### src/rtl/sc_mult_scheduler.sv
// Round-robin scheduler for one shared stochastic bipolar multiplier datapath.
// Each job loads seeds/operands, runs a 2^WIN_LOG2-bit window and returns the ones count.
//
// state | meaning
// IDLE  | waiting for a request; arbitrates and latches operands
// LOAD  | one-cycle seed/operand load strobe; ones count cleared
// RUN   | 2^WIN_LOG2 cycles with dp_en=1
// DRAIN | PIPE_LAT cycles for the last product bits to return
// DONE  | one-cycle completion pulse with done_id/result
module sc_mult_scheduler #(
    parameter int          NREQ     = 4,
    parameter int          WIN_LOG2 = 7,
    parameter int          PIPE_LAT = 2,
    parameter logic [30:0] SEED_A   = 31'd1,
    parameter logic [30:0] SEED_B   = 31'd2
) (
    input  logic                    clk,
    input  logic                    rst_n,
    input  logic [NREQ-1:0]         req,
    input  logic [4*NREQ-1:0]       opa,
    input  logic [4*NREQ-1:0]       opb,
    output logic [NREQ-1:0]         gnt,
    output logic                    busy,
    output logic                    done,
    output logic [$clog2(NREQ)-1:0] done_id,
    output logic [WIN_LOG2:0]       result,
    output logic                    dp_load,
    output logic [30:0]             dp_seed_a,
    output logic [30:0]             dp_seed_b,
    output logic [3:0]              dp_opa,
    output logic [3:0]              dp_opb,
    output logic                    dp_en,
    input  logic                    dp_sn_bit
);

    localparam int ID_W  = $clog2(NREQ);
    localparam int CNT_W = WIN_LOG2 + 1;
    localparam logic [CNT_W-1:0] RUN_TC_LOAD   = CNT_W'((1 << WIN_LOG2) - 1);
    localparam logic [CNT_W-1:0] DRAIN_TC_LOAD = CNT_W'(PIPE_LAT - 1);

    typedef enum logic [2:0] {
        S_IDLE  = 3'd0,
        S_LOAD  = 3'd1,
        S_RUN   = 3'd2,
        S_DRAIN = 3'd3,
        S_DONE  = 3'd4
    } state_t;

    state_t              state;
    state_t              state_nxt;
    logic [CNT_W-1:0]    tmr;
    logic [CNT_W-1:0]    tmr_nxt;
    logic [CNT_W-1:0]    ones;
    logic [CNT_W-1:0]    ones_nxt;
    logic [PIPE_LAT-1:0] vld_pipe;
    logic [ID_W-1:0]     last_id;
    logic [ID_W-1:0]     gnt_id;
    logic [ID_W-1:0]     pick_id;
    logic [ID_W-1:0]     scan_id;
    logic                pick_vld;

    assign dp_seed_a = SEED_A;
    assign dp_seed_b = SEED_B;

    // Scan downward in distance so the requester nearest after last_id wins.
    always_comb begin : arb
        pick_vld = 1'b0;
        pick_id  = '0;
        scan_id  = '0;
        for (int i = NREQ; i >= 1; i--) begin
            scan_id = ID_W'((int'(last_id) + i) % NREQ);
            if (req[scan_id]) begin
                pick_vld = 1'b1;
                pick_id  = scan_id;
            end
        end
    end

    // The last stage of the valid pipe lines up with the product of a dp_en cycle.
    assign ones_nxt = ones + CNT_W'(vld_pipe[PIPE_LAT-1] & dp_sn_bit);

    always_comb begin : fsm_nxt
        state_nxt = state;
        tmr_nxt   = tmr;
        busy      = 1'b1;
        done      = 1'b0;
        dp_load   = 1'b0;
        dp_en     = 1'b0;
        case (state)
            S_IDLE: begin
                busy = 1'b0;
                if (pick_vld) begin
                    state_nxt = S_LOAD;
                end
            end
            S_LOAD: begin
                dp_load   = 1'b1;
                tmr_nxt   = RUN_TC_LOAD;
                state_nxt = S_RUN;
            end
            S_RUN: begin
                dp_en = 1'b1;
                if (tmr == '0) begin
                    tmr_nxt   = DRAIN_TC_LOAD;
                    state_nxt = S_DRAIN;
                end else begin
                    tmr_nxt = tmr - 1'b1;
                end
            end
            S_DRAIN: begin
                if (tmr == '0) begin
                    state_nxt = S_DONE;
                end else begin
                    tmr_nxt = tmr - 1'b1;
                end
            end
            S_DONE: begin
                done      = 1'b1;
                state_nxt = S_IDLE;
            end
            default: begin
                state_nxt = S_IDLE;
            end
        endcase
    end

    always_ff @(posedge clk or posedge rst_n) begin
        if (rst_n) begin
            state    <= S_IDLE;
            tmr      <= '0;
            ones     <= '0;
            vld_pipe <= '0;
            last_id  <= ID_W'(NREQ - 1);
            gnt_id   <= '0;
            gnt      <= '0;
            done_id  <= '0;
            result   <= '0;
            dp_opa   <= '0;
            dp_opb   <= '0;
        end else begin
            state    <= state_nxt;
            tmr      <= tmr_nxt;
            vld_pipe <= (vld_pipe << 1) | PIPE_LAT'(dp_en);
            ones     <= (state == S_LOAD) ? '0 : ones_nxt;
            if (state == S_IDLE && pick_vld) begin
                gnt    <= NREQ'(1) << pick_id;
                gnt_id <= pick_id;
                dp_opa <= opa[4*pick_id +: 4];
                dp_opb <= opb[4*pick_id +: 4];
            end
            // ones_nxt already includes the final sample returning in the last DRAIN cycle.
            if (state == S_DRAIN && state_nxt == S_DONE) begin
                gnt     <= '0;
                done_id <= gnt_id;
                result  <= ones_nxt;
            end
            if (state == S_DONE) begin
                last_id <= gnt_id;
            end
        end
    end

endmodule

### config.mk
export PLATFORM = sky130hd
export DESIGN_NAME = sc_mult_scheduler
export DESIGN_NICKNAME = d
export VERILOG_FILES = /design/src/rtl/sc_mult_scheduler.sv
export SDC_FILE = /design/constraint.sdc
export NUM_CORES = 1
export LEC_CHECK = 0
export BUFFER_PORTS_ARGS = -buffer_cell sky130_fd_sc_hd__buf_2
export CAP_MARGIN = 20
export CORE_ASPECT_RATIO = 1.75
export CORE_MARGIN = 1
export CORE_UTILIZATION = 30
export CTS_CLUSTER_DIAMETER = 120
export DETAILED_ROUTE_END_ITERATION = 12
export SLEW_MARGIN = 30
export SYNTH_ARGS = -nofsm -noshare
export SYNTH_HDL_FRONTEND = slang
export SYNTH_SLANG_ARGS = --single-unit
export TNS_END_PERCENT = 20
### constraint.sdc
create_clock -name clk -period 2.61 [get_ports clk]
set_input_delay 0.522 -clock clk [delete_from_list [all_inputs] [get_ports clk]]
set_output_delay 0.522 -clock clk [all_outputs]
set_load 0.02 [all_outputs]
### After elaboration in Yosys (flattened, before gate mapping)

Cells that the tools add are included.

| word-level totals | value |
|---|---|
| register bits after elaboration | 47 |
| output and inout port bits | 88 |
| logic and storage cells | 69 |
| input port bits | 39 |

| cells by class | value |
|---|---|
| equality and inequality tests | 6 |
| bitwise gates (word level) | 2 |
| reductions and logical operators | 7 |
| add/subtract/negate cells | 6 |
| shifts and indexed selects | 3 |
| magnitude comparators | 4 |
| multiplexer cells | 30 |

Operators by type and width:

| operator | count |
|---|---|
| $shiftx A16 B5 Y4 | 2 |
| $mux W8 | 3 |
| $pmux W8 S3 | 1 |
| $lt A2 B3 Y1 const B | 4 |
| $mux W1 | 12 |
| $pmux W3 S4 | 1 |
| $mux W3 | 3 |
| $add A8 B1 Y8 | 1 |
| $bmux W1 S2 | 4 |
| $logic_not A8 Y1 | 1 |
| $mux W2 | 4 |
| $mux W4 | 2 |
| $sub A8 B1 Y8 const B | 1 |
| $eq A3 B2 Y1 const B | 2 |
| $eq A3 B3 Y1 const B | 2 |
| $add A2 B1 Y2 const B | 2 |
| $add A2 B2 Y2 const B | 2 |
| $shl A1 B2 Y4 const A | 1 |
| $eq A3 B1 Y1 const B | 1 |
| $logic_not A3 Y1 | 1 |
| $reduce_bool A3 Y1 | 1 |
| $logic_and A1 B1 Y1 | 2 |
| $ne A2 B2 Y1 const B | 1 |
| $or A2 B1 Y2 | 1 |
| 3 further kinds | 3 |

### Logic depth before layout (Yosys ltp)

| logic depth | value |
|---|---|
| depth after elaboration | 12 |
| depth in mapped cells | 8 |

### Worst setup path after synthesis

No wires, ideal clock.

| timing path | value |
|---|---|
| path kind | register -> register |
| start point | register tmr[0] |
| end point | register done_id[0] |
| library setup time | 125 ps |
| slack | 748 ps |
| required time | 2485 ps |
| arrival | 1737 ps |
| buffers on the path | 1 |
| clock period less this slack | 1862 ps |
| stages on the path, launching flop included | 8 |
| cells stage by stage | dfrtp_1 > inv_1 > ha_1 > nor4b_4 > nand3_1 > nor2_2 > buf_4 > mux2_2 |

| on the way | value |
|---|---|
| longest elaborated chain between the ends | 5 |
| elaborated cells on any way between the ends | 6 |

RTL lines:

| element | RTL line | source |
|---|---|---|
| start, declared | 51 | `logic [CNT_W-1:0] tmr;` |
| start signal, assigned | 142 | `tmr <= tmr_nxt;` |
| $logic_not A8 Y1 * | 103, 111 |  |
| $mux W3 (on tied branches) | 111, 103 |  |
| $pmux W3 S4 * | 89 | `case (state)` |
| $eq A3 B3 Y1 * | 152 | `if (state == S_DRAIN && state_nxt == S_DONE) begin` |
| $logic_and A1 B1 Y1 * | 152 |  |
| end signal, assigned | 154 | `done_id <= gnt_id;` |
| end, declared | 25 | `output logic [$clog2(NREQ)-1:0] done_id,` |

Mark *: on every way between the ends. The rest lies on a longest branch, timed or not.
A chain may end at the register's enable or synchronous reset.

### Final worst setup path

| timing path | value |
|---|---|
| start point | register state[1] |
| end point | output port dp_load |

| on the way | value |
|---|---|
| longest elaborated chain between the ends | 2 |

RTL lines:

| element | RTL line | source |
|---|---|---|
| start, declared | 49 | `state_t state;` |
| start signal, assigned | 141 | `state <= state_nxt;` |
| $eq A3 B1 Y1 | 89 |  |
| $mux W1 | 89 |  |
| end, declared | 27 | `output logic dp_load,` |

Every way passes these cells.

==> flow_summary.ini <==
[grt]
grt_pass1_wl_mm = 10.4
grt_max_degree = 20
antenna_found_initial = 0
grt_pass1_vias = 2095
grt_overflow_total = 0
grtUsageTotal = 0.128

[logic_synthesis]
synth_area_um2 = 2970
yosys.area_share.simple = 0.159
synthMuxAreaShare = 0.0534
synth_area_leaders = dfrtp_1 (38%), buf_4 (16%), nor2_1 (3.2%), a21bo_1 (2.7%), mux2i_1 (2.7%)
ys_seq_elements = 47
ys_types = 52
synth_compound_area_frac = 0.161
synthTopCellsByCount = buf_4 (64), dfrtp_1 (45), nor2_1 (25), nand2_1 (17)
synth_area_per_cell_um2 = 9.66
yosysWarnings = 0
synthCells = 308
async_reset_ff_frac = 1.00
yosys.area_share.adder = 0.0126
synth_edf_count = 0
ys.flop_type = dfrtp_1
synth-xor-area-share = 0.0236
synth.most_common_cell = buf_4
yosysSeqAreaShare = 0.396
yosysTopAreaCellShare = 0.379
synth_top_family_by_area = buffers and inverters
synth_area_leader_cell = dfrtp_1

[cts]
clk_pin_slew_ps = 60
clkSinkCount = 47
cts_setup_buffers = 0
h-tree-depth = 2
cts_made_buffers = 5
clock_latency_ps = 290
cts_tree = built
clk_path_buf_depth = 2
cts_resized = 0
root_buffer = clkbuf_16
hold_buffers = 0

[sta]
clock.fmax_mhz = 442
skew_ps = 9.50
slew_headroom = 0.559
period_needed_ps = 2260
setup_viol_count_final = 0
hold_viol_final = 0
tightest_slew_ps = 662
rsz0062_at_grt = false
slew_viol_final = 0
period_share = 0.866
setup_tns_ps = 0

[layout]
fin_nets = 415
area_delta_synth_final_pct = 12.3
drive_gt1_frac = 0.273
stdcell_area_um2 = 3340
diodes = 0

[setup_path]
crit_required_ps = 2090
crit_path_frequent_cell = nor2b_1
cpMaxStageDelayCell = dfrtp_1
arrival_ps = 1740
crit_fanout = 15
crit_path_end_kind = output pin
path_cells = nor2b_1 > nor2b_1 > buf_2
critical_path_class = reg -> out
r2r-start = state[1]$_DFF_PP0_
r2r-end = dp_opa[2]$_DFFE_PP0P_
crit_path_start = state[1]$_DFF_PP0_
reg2reg_slack_ps = 470
rr_worst_depth = 5
max_stage_delay_ps = 540
start_kind = register

[power]
p_per_area_nw_per_um2 = 557
p_comb_frac = 0.201
seqPwrFrac = 0.459
p_sw_uw = 577
p_int_mw = 1.28
clock_power_share = 0.341
peakVddDrop_mv = 0.354
swShare = 0.310
leakage_nw = 1.65

[floorplanning]
fp.dieH_um = 134
fp.dieW_um = 77.3
die-area_um2 = 10300
io-pin-count = 127
row_count = 47
core_um2 = 9530
initial_core_util = 0.312

[routing]
drc = 0
dr.first_iter.drc_count = 95
drtAntennaViolNets = 0
firstDrtPassIters = 4
routed_wl_mm = 6.37
wl_per_cell_um = 12.8
vias = 2243
viasPerCell = 4.52

[placement]
place_area_um2 = 3200
io_buffer_count = 64
place.gp.congestion = 0.804
hpwl_mm = 5.08

[flow_run]
drv_cap = 0

[worst_hold_path]
min_path_type = in -> async

[run_status]
outcome = complete, no violations
## cell type report
| cell class | count | area [µm²] |
|---|---|---|
| Tap cell | 122 | 153 |
| Inverter | 5 | 18.8 |
| Timing Repair Buffer | 74 | 395 |
| Fill cell | 1002 | 6190 |
| Clock buffer | 5 | 125 |
| Multi-Input combinational cell | 240 | 1450 |
| Clock inverter | 3 | 18.8 |
| Sequential cell | 47 | 1180 |
## state kept, by name (all words and copies together) (netlist names)
name / count
dp_opa: 4
result: 8
vld_pipe: 2
ones: 8
dp_opb: 4
done_id: 2
state: 3
last_id: 2
gnt_id: 2
gnt: 4
tmr: 8
## how the worst max path moves through the flow
stage               slack [ps]                endpoint  cells past startpoint
floorplan                  750  done_id[0]$_DFFE_PP0P_                      7
detailed placement         460   dp_opa[2]$_DFFE_PP0P_                      5
finish                     350                 dp_load                      3
global route               260                 dp_load                      3
CTS                        350                 dp_load                      3
global placement           470   dp_opa[2]$_DFFE_PP0P_                      5
## cell families after synthesis
logic type               Yosys count
XOR/XNOR                           8
buffers and inverters             81
AO/OA/AOI/OAI                     64
other                              2
flip-flops                        47
AND/OR/NAND/NOR                   88
adder cells (fa/ha/maj)            3
multiplexers                      15
## per-stage QoR
stage | hold WS [ps] | total power [mW] | utilization | instances | setup WS [ps]
global route | 249 | 1.97 | 0.351 | 496 | 261
finish | 207 | 1.86 | 0.351 | 496 | 349
global placement | 335 | 1.23 | 0.336 | 488 | 465
floorplan | 331 | 1.20 | - | 368 | 748
CTS | 215 | 1.89 | 0.351 | 496 | 347
detailed placement | 336 | 1.24 | 0.336 | 488 | 458
## placed cells by master, fill, tap and decap left out, drive strengths merged, types with 2 or more instances in the layout
master   Yosys  final
a21bo        8      8
a21o         3      3
a21oi       10     10
a22oi        3      3
a2bb2oi      2      2
a31oi        4      4
and3         2      2
buf         70     74
clkbuf       6      5
clkinv       0      2
conb         2     62
dfrtp       45     45
dfstp        2      2
ha           3      3
inv          5      6
mux2         7      7
mux2i        8      8
nand2       17     17
nand2b       4      4
nand3        9      9
nand3b       2      2
nand4        8      8
nor2        27     27
nor2b        8      8
nor3         5      5
o211ai       8      8
o21a         3      3
o21ai        9      9
o22a         2      2
o31ai        8      8
xor2         7      7
## routing by layer
metal / vias to the layer above / track usage / share of wire
met5: - / 0 / 0
met4: 0 / 0.0692 / 0.039
met3: 16 / 0.0342 / 0.068
met2: 118 / 0.232 / 0.53
met1: 1035 / 0.133 / 0.37
li1: 1074 / - / -
## power by group through the flow
stage / registers [mW] / logic [mW] / clock network, mW
2_1_floorplan: 0.881 / 0.317 / 0
3_3_place_gp: 0.864 / 0.369 / 0
3_5_place_dp: 0.866 / 0.377 / 0
4_1_cts: 0.853 / 0.379 / 0.660
5_1_grt: 0.861 / 0.413 / 0.692
6_report: 0.854 / 0.373 / 0.634
## worst max-delay path, delay by kind of cell, from the launching register on
| family | cells | cell delay, ps |
|---|---|---|
| AND/OR/NAND/NOR | 2 | 700 |
| buffers and inverters | 1 | 210 |
| flip-flops | 1 | 540 |
Power figures use the tool's default switching activity.
